==> src/rtl/uart_tx_arbiter.sv <==
// Two-requester arbiter in front of a single UART transmitter core.
// Runs the txbegin/txbusy handshake and aborts a start the core never takes.
module uart_tx_arbiter #(
    parameter int unsigned FIXED_PRIO = 0,
    parameter int unsigned TMO_W      = 8,
    parameter int unsigned TMO_CYCLES = 255
) (
    input  logic       clk,
    input  logic       rst_n,
    input  logic [1:0] req,
    input  logic [7:0] data0,
    input  logic [7:0] data1,
    output logic [1:0] ack,
    output logic [7:0] uart_txdata,
    output logic       uart_txbegin,
    input  logic       uart_txbusy,
    output logic       owner,
    output logic       busy,
    output logic       tmo_err
);

    typedef enum logic [1:0] {
        IDLE,
        START,
        DRAIN
    } state_e;

    // Abort fires on the edge where the counter would reach TMO_CYCLES.
    localparam logic [TMO_W-1:0] TMO_LAST = TMO_W'(TMO_CYCLES - 1);

    state_e           state_q, state_d;
    logic [TMO_W-1:0] cnt_q, cnt_d;
    logic [7:0]       txdata_q, txdata_d;
    logic [1:0]       ack_q, ack_d;
    logic             txbegin_q, txbegin_d;
    logic             owner_q, owner_d;
    logic             tmo_q, tmo_d;
    logic             gnt_vld;
    logic             gnt_idx;

    always_comb begin
        gnt_vld = 1'b0;
        gnt_idx = 1'b0;
        if (!uart_txbusy && ack_q == 2'b00) begin
            unique case (req)
                2'b01: begin
                    gnt_vld = 1'b1;
                    gnt_idx = 1'b0;
                end
                2'b10: begin
                    gnt_vld = 1'b1;
                    gnt_idx = 1'b1;
                end
                2'b11: begin
                    gnt_vld = 1'b1;
                    gnt_idx = (FIXED_PRIO != 0) ? 1'b0 : ~owner_q;
                end
                default: begin
                    gnt_vld = 1'b0;
                    gnt_idx = 1'b0;
                end
            endcase
        end
    end

    always_comb begin
        state_d   = state_q;
        cnt_d     = cnt_q;
        txdata_d  = txdata_q;
        ack_d     = 2'b00;
        txbegin_d = txbegin_q;
        owner_d   = owner_q;
        tmo_d     = 1'b0;
        unique case (state_q)
            IDLE: begin
                txbegin_d = 1'b0;
                if (gnt_vld) begin
                    txdata_d       = gnt_idx ? data1 : data0;
                    owner_d        = gnt_idx;
                    ack_d[gnt_idx] = 1'b1;
                    txbegin_d      = 1'b1;
                    cnt_d          = '0;
                    state_d        = START;
                end
            end
            START: begin
                cnt_d = cnt_q + 1'b1;
                if (uart_txbusy) begin
                    txbegin_d = 1'b0;
                    state_d   = DRAIN;
                end else if (cnt_q == TMO_LAST) begin
                    txbegin_d = 1'b0;
                    tmo_d     = 1'b1;
                    state_d   = IDLE;
                end
            end
            DRAIN: begin
                txbegin_d = 1'b0;
                if (!uart_txbusy) begin
                    state_d = IDLE;
                end
            end
            default: begin
                txbegin_d = 1'b0;
                state_d   = IDLE;
            end
        endcase
    end

    always_ff @(posedge clk or negedge rst_n) begin
        if (!rst_n) begin
            state_q   <= IDLE;
            cnt_q     <= '0;
            txdata_q  <= 8'h00;
            ack_q     <= 2'b00;
            txbegin_q <= 1'b0;
            owner_q   <= 1'b1;
            tmo_q     <= 1'b0;
        end else begin
            state_q   <= state_d;
            cnt_q     <= cnt_d;
            txdata_q  <= txdata_d;
            ack_q     <= ack_d;
            txbegin_q <= txbegin_d;
            owner_q   <= owner_d;
            tmo_q     <= tmo_d;
        end
    end

    assign ack          = ack_q;
    assign uart_txdata  = txdata_q;
    assign uart_txbegin = txbegin_q;
    assign owner        = owner_q;
    assign tmo_err      = tmo_q;
    assign busy         = (state_q != IDLE);

endmodule

==> config.mk <==
export PLATFORM = sky130hd
export DESIGN_NAME = uart_tx_arbiter
export DESIGN_NICKNAME = d
export VERILOG_FILES = /design/src/rtl/uart_tx_arbiter.sv
export SDC_FILE = /design/constraint.sdc
export NUM_CORES = 1
export LEC_CHECK = 0
export CORE_ASPECT_RATIO = 1.4
export CORE_UTILIZATION = 35
export DETAILED_ROUTE_END_ITERATION = 10
export SLEW_MARGIN = 5
export SYNTH_ARGS = -nofsm -noshare
export SYNTH_HDL_FRONTEND = slang
export SYNTH_SLANG_ARGS = --single-unit
==> constraint.sdc <==
create_clock -name clk -period 1.57 [get_ports clk]
set_input_delay 0.314 -clock clk [delete_from_list [all_inputs] [get_ports clk]]
set_output_delay 0.314 -clock clk [all_outputs]
set_load 0.03 [all_outputs]
# == Yosys cells after proc, flatten, opt, wreduce, memory -nomap -nowiden ==
# Cells that the tools add are included.
# op_classes
bitwise_logic,1
reduce_logical,11
mul,0
div,0
eq_ne,9
n_addsub,1
n_shift,0
magnitude_cmp,2
n_mux,23
# op_table
op,count
$mux W8,2
$pmux W8 S2,1
$mux W2,6
$mux W1,10
$add A8 B1 Y8 const B,1
$eq A8 B8 Y1 const B,1
$eq A2 B2 Y1 const B,3
$pmux W2 S3,1
$eq A2 B1 Y1 const B,2
$logic_not A2 Y1,2
$ne A2 B2 Y1 const B,2
$pmux W1 S2,2
$reduce_and A2 Y1,2
$reduce_bool A2 Y1,2
$ne A3 B3 Y1 const B,1
$reduce_and A3 Y1,1
$reduce_or A3 Y1,1
$logic_and A1 B1 Y1,2
$lt A1 B2 Y1 const B,1
$demux W1 S1,1
$ge A1 B1 Y1 const B,1
$logic_not A1 Y1,1
$not A1 Y1,1
# totals
ramBits,0
out_inout_bits,14
ff_bits,23
word_cells,54
romBits,0
latchBits,0
n_memories,0

# == Longest topological paths before layout ==
# Gate-level depths: netlist of run 1.
# logic_depth
word_depth,9
mapped_depth,6
ltp_nobuf,6

# == Worst setup path before layout of run 1 ==
# No wires, ideal clock.
# synth_path
path_type,register -> register
from,register owner_q (netlist: owner)
to,register txdata_q[0] (netlist: uart_txdata[0])
path_slack_ns,0.203
path_buffers,1
stages_incl_launch_ff,6
required_time_ns,1.449
setup_time_ns,0.121
period_less_slack_ns,1.367
t_arrival_ns,1.246
path_cell_list,dfstp_2 nand2_1 and4_2 buf_4 a22oi_1 nand2_1
# synth_via
elab_chain_len,4
# synth_lines
item,line_no,text
start: declaration,36,"logic owner_q, owner_d;"
start signal: assignment,125,owner_q <= owner_d;
$not A1 Y1,56,gnt_idx = (FIXED_PRIO != 0) ? 1'b0 : ~owner_q;
$pmux W1 S2,45,unique case (req)
$mux W1,44,if (!uart_txbusy && ack_q == 2'b00) begin
$mux W8,78,txdata_d = gnt_idx ? data1 : data0;
end signal: assignment,122,txdata_q <= txdata_d;
end: declaration,33,"logic [7:0] txdata_q, txdata_d;"
# No other way between the ends.
# A chain may end at the register's enable or synchronous reset.

# == Final worst setup path of run 1 ==
# layout_path
from,register owner_q (netlist: owner)
to,output port owner
# layout_rtl
item,line_no,text
end: declaration,17,"output logic owner,"
# No word-level cell between the ends.

==> results of run 1 <==
==> repair_timing <==
action	CTS	global route
buffers inserted	0	0
resized for setup	14	2
endpoints found under the setup margin	14	1
cloned	0	0
==> cell usage after synthesis, types with 2 or more instances <==
cell type  count
nand2_1       28
and3_1         2
xor2_1         3
nand3_1        6
a21oi_1        2
nor2_1         2
dfrtp_1       22
inv_1          3
nand2b_1       3
o21ai_0        7
a22oi_1        8
and4_2         2
o211ai_1       2
and4_1         2
ha_1           2
==> worst register-to-register path, cell delays in order, from the launching register on <==
cell	delay (ns)
dfrtp_1	0.39
buf_4	0.14
nor2b_1	0.23
nand4_1	0.21
o211ai_1	0.20
o31ai_1	0.09
==> flip-flops by register name (all words and copies together) (netlist names) <==
signal and count:
cnt_q 8, ack 2, uart_txdata 8, uart_txbegin 1, tmo_err 1, owner 1, state_q 2
==> worst paths after layout <==
kind | start | endpoint | slack (ns)
min | rst_n | cnt_q[2] | 0.40
max | owner | owner | 0.05
min in group clk | uart_txdata[5] | uart_txdata[5] | 0.47
max in group asynchronous | rst_n | owner | 0.89
max reg2reg | state_q[1] | cnt_q[7] | 0.20
min reg2reg | uart_txdata[5] | uart_txdata[5] | 0.47
==> final cells by class <==
type,instances,area [um^2],area share
Sequential cell,23,577,0.378
Multi-Input combinational cell,77,450,0.295
Timing Repair Buffer,44,394,0.258
Tap cell,37,46.3,0.0304
Clock buffer,3,41.3,0.0271
Inverter,3,11.3,0.00738
Clock inverter,1,5.00,0.00328
==> cells by family after synthesis <==
| family | after synthesis |
|---|---|
| AND/OR/NAND/NOR | 50 |
| XOR/XNOR | 3 |
| buffers and inverters | 6 |
| flip-flops | 23 |
| AO/OA/AOI/OAI | 22 |
| adder cells (fa/ha/maj) | 2 |
==> per-layer routing <==
layer,vias up,routed length [um],global-route usage
met5,-,0,0
met4,0,35,0.0699
met3,4,140,0.0293
met2,29,1220,0.301
met1,465,978,0.197
li1,462,-,-
==> per-stage QoR <==
stage	worst slack (ns)	power (mW)	std cells	area, um^2	utilization
2_1_floorplan	0.203	1.58	106	1060	-
6_report	0.0486	2.37	188	1530	0.530
5_1_grt	0.0114	2.54	188	1530	0.530
3_5_place_dp	-0.0903	2.14	184	1500	0.521
3_3_place_gp	-0.0765	2.13	184	1500	0.521
4_1_cts	0.0284	2.41	188	1530	0.531
==> power by group through the flow <==
stage          sequential [mW]  combinational [mW]  clock [mW]
2_1_floorplan             1.18               0.401           0
3_3_place_gp             0.934                1.19           0
3_5_place_dp             0.935                1.20           0
4_1_cts                  0.923                1.10       0.379
5_1_grt                  0.948                1.19       0.401
6_report                 0.919                1.08       0.372
==> impl_results.md, run 1 <==
* DR vias at 960
* Post-synthesis net count at 129
* Fmax at 657 MHz
* Crit-path leading delay family: flip-flops
* Clock period minus final worst setup slack at 1.52 ns
* Total negative slack at 0 ns
* GRT Overall Usage at 0.167
* Number of port buffers at 34
* Initial Util at 0.369
* Root buf cell: clkbuf_8
* CP max FO at 4
* Synth top area share at 0.518
* Setup Skew at 0.00173 ns
* Mapped cell area at 1060 um^2
* Proportion of power drawn by combinational gates at 0.456
* Fill count at 282
* Rows at 23
* N_diodes at 0
* Worst-path clk slew at 0.08 ns
* Final Cycle Share at 0.969
* Synth Area in Adders at 0.0236
* Die area at 3260 um^2
* Status: finished, final reports clean
* Max_slew headroom at 0.789
* Area Overhead vs Synth at 43.6%
* I/O pin total at 35
* Max-cap viol count at 0
* CP max stage cell: dfstp_2
* Number of CTS-inserted buffers at 3
* Synthesized area per cell at 10.0 um^2
* # DRC at 0
* Yosys reg bits at 23
* Unique masters post-synth at 27
* Commonest non-fill, non-tap cell in the layout: nand2_1
* Compound-cell area share of the yosys netlist at 0.137
* Clock power share at 0.157
* Asr flop ratio synth at 1.00
* Post-Synth XOR/XNOR Area at 0.0247
* Crit path arrival time at 1.21 ns
* Cells after Synth at 106
* # H-tree levels at 1
* Largest net degree at the start of global routing at 24
* First-pass GRT wire length at 4240 um
* Die Ht at 67.2 um
* Leak Pwr at 0.740 nW
* Vias in the first global route at 966
* Largest cells by area after synthesis: dfrtp_1, nand2_1, a22oi_1, o21ai_0, nand3_1
* CP Depth at 1
* FF-to-FF path depth at 5
* Hold crit path type: in2async
* Worst setup EP type: primary output
* Post-synth EDFFs at 0
* Min Hold Slack at 0.404 ns
* Clock sink count at 23
* Routed Wire Length at 2380 um
* RSZ-0062 raised after global routing: false
* Power per cell area at 1560 nW/um^2
* Post-DRT Antenna Nets at 0
* Core area at 2880 um^2
* Sequential power share at 0.387
* WP data required at 1.26 ns
* Cell Chain, Critical Path: dlygate4sd2_1
* Die X at 48.6 um
* GPL Wtd Cong at 0.729
* Final Hold Viols at 0
* Mux share of post-synthesis cell area at 0
* Register area share after synthesis at 0.543
* Prevailing post-synth register cell: dfrtp_1
* Sw frac at 0.417
* Maximum clock path buffer count at 2
* WS Path Type: reg2out
* Cell Int Power at 1.38 mW
* Most frequent cells in the layout: nand2_1, dfrtp_1, clkdlybuf4s50_1
* First-pass iteration count of the detailed router at 4
* Clock latency on the worst-skew pair at 0.26 ns
* Area leader, netlist: dfrtp_1
* Remaining global-route overflow at 0
* CTS Hold Buffers Added at 0
* Main combinational cell family by area after synthesis: simple AND/OR/NAND/NOR gates
* Initial antenna violation count at 0
* Peak supply drop at 0.715 mV
* Critical Path Max Stage Delay at 0.55 ns
* DP Wirelength at 1830 um
* Fraction of layout cells with a size suffix above 1 at 0.132
* Final setup fails at 0
* Sw power at 0.991 mW
* Via density at 5.11
* Final nets at 175
* Post-synthesis simple-gate area fraction at 0.239
* CP bufs+invs at 1
* CP startpoint kind: flop
* Post-DR wirelength/cell at 12.6 um
* Tightest Pin Transition at 0.318 ns
* Starting DRC count in detailed routing at 21
* CTS tree: done
* Pins over their slew limit at 0
* Yosys warns at 0
Power figures use the tool's default switching activity.
==> run 2, diff against run 1 <==
- CORE_UTILIZATION: 35 -> 44
- PLACE_DENSITY: not set -> 0.77
==> run 2 against run 1 <==
The run now ends with DRC left. Flip-flop and latch count unchanged. Cell count down 9.0%. Clock skew grew 0.00074 ns. Worst hold slack worse by 0.16 ns. Non-clock buffer count down 2.
==> impl_results.md, run 2 (synthesis gave the netlist of run 1 again) <==
* Status: complete, but fails checks (was finished, final reports clean)
* Failing checks: DRC
* Cell Chain, Critical Path: clkdlybuf4s15_2 (was dlygate4sd2_1)
* CP bufs+invs at 1 (unchanged)
* Setup repair bufs after CTS at 0 (unchanged)
* I/O pin total at 35 (unchanged)
* Max-cap viol count at 0 (unchanged)
* Largest net degree at the start of global routing at 18 (was 24)
* WS Path Type: reg2out (unchanged)
* Vias in the first global route at 954 (was 966)
* Peak supply drop at 1.06 mV (was 0.715 mV)
* Critical Path Source: owner (unchanged)
* Clock sink count at 23 (unchanged)
* Routed Wire Length at 2260 um (was 2380 um)
* CP startpoint kind: flop (unchanged)
* Clock latency on the worst-skew pair at 0.30 ns (was 0.26 ns)
* CTS tree: done (unchanged)
* CP Depth at 1 (unchanged)
* Crit path arrival time at 1.18 ns (was 1.21 ns)
* Fraction of layout cells with a size suffix above 1 at 0.128 (was 0.132)
* CP max FO at 4 (unchanged)
* GRT Overall Usage at 0.202 (was 0.167)
* DR vias at 942 (was 960)
* Final Hold Viols at 0 (unchanged)
* Core area at 2230 um^2 (was 2880 um^2)
* Most frequent cells in the layout: nand2_1, dfrtp_1, clkdlybuf4s50_1 (unchanged)
* # H-tree levels at 1 (unchanged)
* Leak Pwr at 0.720 nW (was 0.740 nW)
* # DRC at 4 (was 0)
* Root buf cell: clkbuf_4 (was clkbuf_8)
* Area Overhead vs Synth at 39.0% (was 43.6%)
* Clock period minus final worst setup slack at 1.50 ns (was 1.52 ns)
* R2R Setup Slk at 0.17 ns (was 0.20 ns)
* Commonest non-fill, non-tap cell in the layout: nand2_1 (unchanged)
* DP Wirelength at 1790 um (was 1830 um)
* Critical Path End: owner (unchanged)
* Initial Util at 0.477 (was 0.369)
* Die X at 43.5 um (was 48.6 um)
* Max_slew headroom at 0.787 (was 0.789)
* Maximum clock path buffer count at 2 (unchanged)
* Fmax at 669 MHz (was 657 MHz)
* Post-DRT Antenna Nets at 0 (unchanged)
* Hold crit path type: in2async (unchanged)
* Rows at 20 (was 23)
* Worst-path clk slew at 0.12 ns (was 0.08 ns)
* Crit Reg-Reg Endpoint: uart_txdata[6] (was cnt_q[7])
* Power per cell area at 1540 nW/um^2 (was 1560 nW/um^2)
* Number of port buffers at 34 (unchanged)
* N_diodes at 0 (unchanged)
* Met2 wire length at 1220 um (about the same)
* Die Ht at 60.1 um (was 67.2 um)
* First-pass GRT wire length at 3930 um (was 4240 um)
* Final nets at 173 (was 175)
* Pins over their slew limit at 0 (unchanged)
* Tightest Pin Transition at 0.320 ns (was 0.318 ns)
* Min Hold Slack at 0.244 ns (was 0.404 ns)
* FF-to-FF path depth at 4 (was 5)
* Worst setup EP type: primary output (unchanged)
* Crit-path leading delay family: flip-flops (unchanged)
* RSZ-0062 raised after global routing: false (unchanged)
* Final setup fails at 0 (unchanged)
* Die area at 2620 um^2 (was 3260 um^2)
* Via density at 5.51 (was 5.11)
* Met1 Wirelength at 915 um (was 978 um)
* Remaining global-route overflow at 0 (unchanged)
* Critical Path Max Stage Delay at 0.58 ns (was 0.55 ns)
* CP max stage cell: dfstp_2 (unchanged)
* Highest Signal Layer: met4 (unchanged)
* Total Power at 2.27 mW (was 2.37 mW)
* Post-DR wirelength/cell at 13.2 um (was 12.6 um)
* First-pass iteration count of the detailed router at 7 (was 4)
* Final Cycle Share at 0.952 (was 0.969)
* Routed wl met3 at 118 um (was 140 um)
* Number of CTS-inserted buffers at 3 (unchanged)
* Starting DRC count in detailed routing at 23 (was 21)
* GPL Wtd Cong at 0.775 (was 0.729)
* RR Startpoint: ack[1] (was state_q[1])
* Initial antenna violation count at 0 (unchanged)
* Setup Skew at 0.00246 ns (was 0.00173 ns)
* CTS Hold Buffers Added at 0 (unchanged)
* WP data required at 1.26 ns (about the same)
==> run 2: how the worst min path moves through the flow <==
stage / cells past startpoint / slack (ns) / end
finish: 1 / 0.24 / cnt_q[7]
global route: 1 / 0.26 / cnt_q[7]
CTS: 1 / 0.24 / cnt_q[7]
detailed placement: 2 / 0.46 / uart_txdata[5]
global placement: 2 / 0.45 / uart_txdata[1]
floorplan: 0 / 0.02 / ack[0]
==> run 2: layer usage <==
| metal | track usage | vias up |
|---|---|---|
| met5 | 0 | - |
| met4 | 0.0848 | 0 |
| met3 | 0.0332 | 2 |
| met2 | 0.392 | 28 |
| met1 | 0.210 | 454 |
| li1 | - | 458 |
==> run 2: timing repair <==
action | 4_1_cts | 5_1_grt
cloned | 0 | 0
endpoints found under the hold margin | 0 | 0
resized for setup | 19 | 2
setup endpoints to repair | 14 | 1
pin swaps | 0 | 0
==> run 2: per-stage QoR <==
step / instances / TNS [ns] / util / instance area (um^2) / setup WS (ns)
3_3_place_gp: 167 / -0.449 / 0.658 / 1470 / -0.0751
2_1_floorplan: 106 / 0 / - / 1060 / 0.203
5_1_grt: 171 / 0 / 0.663 / 1480 / 0.0323
3_5_place_dp: 167 / -1.10 / 0.658 / 1470 / -0.131
4_1_cts: 171 / 0 / 0.666 / 1480 / 0.0200
6_report: 171 / 0 / 0.663 / 1480 / 0.0750
==> run 2: worst register-to-register path, cell delays in order (launching register included) <==
cell and delay [ns]:
dfrtp_1 0.44, nor3_4 0.26, and4_1 0.40, a22oi_1 0.15, nand2_1 0.09
==> run 2: layout make-up <==
| cell class | count | area, um^2 |
|---|---|---|
| clock buffer | 4 | 26.3 |
| fill | 206 | 751 |
| inverter | 3 | 11.3 |
| multi-input combinational | 77 | 453 |
| sequential | 23 | 577 |
| tap | 22 | 27.5 |
| timing repair buffer | 42 | 382 |
==> run 2: power by group <==
group | internal (mW) | leakage (nW) | total, mW | switching (mW)
Combinational | 0.416 | 0.406 | 1.08 | 0.663
Sequential | 0.785 | 0.300 | 0.922 | 0.137
Clock | 0.0990 | 0.0150 | 0.270 | 0.171
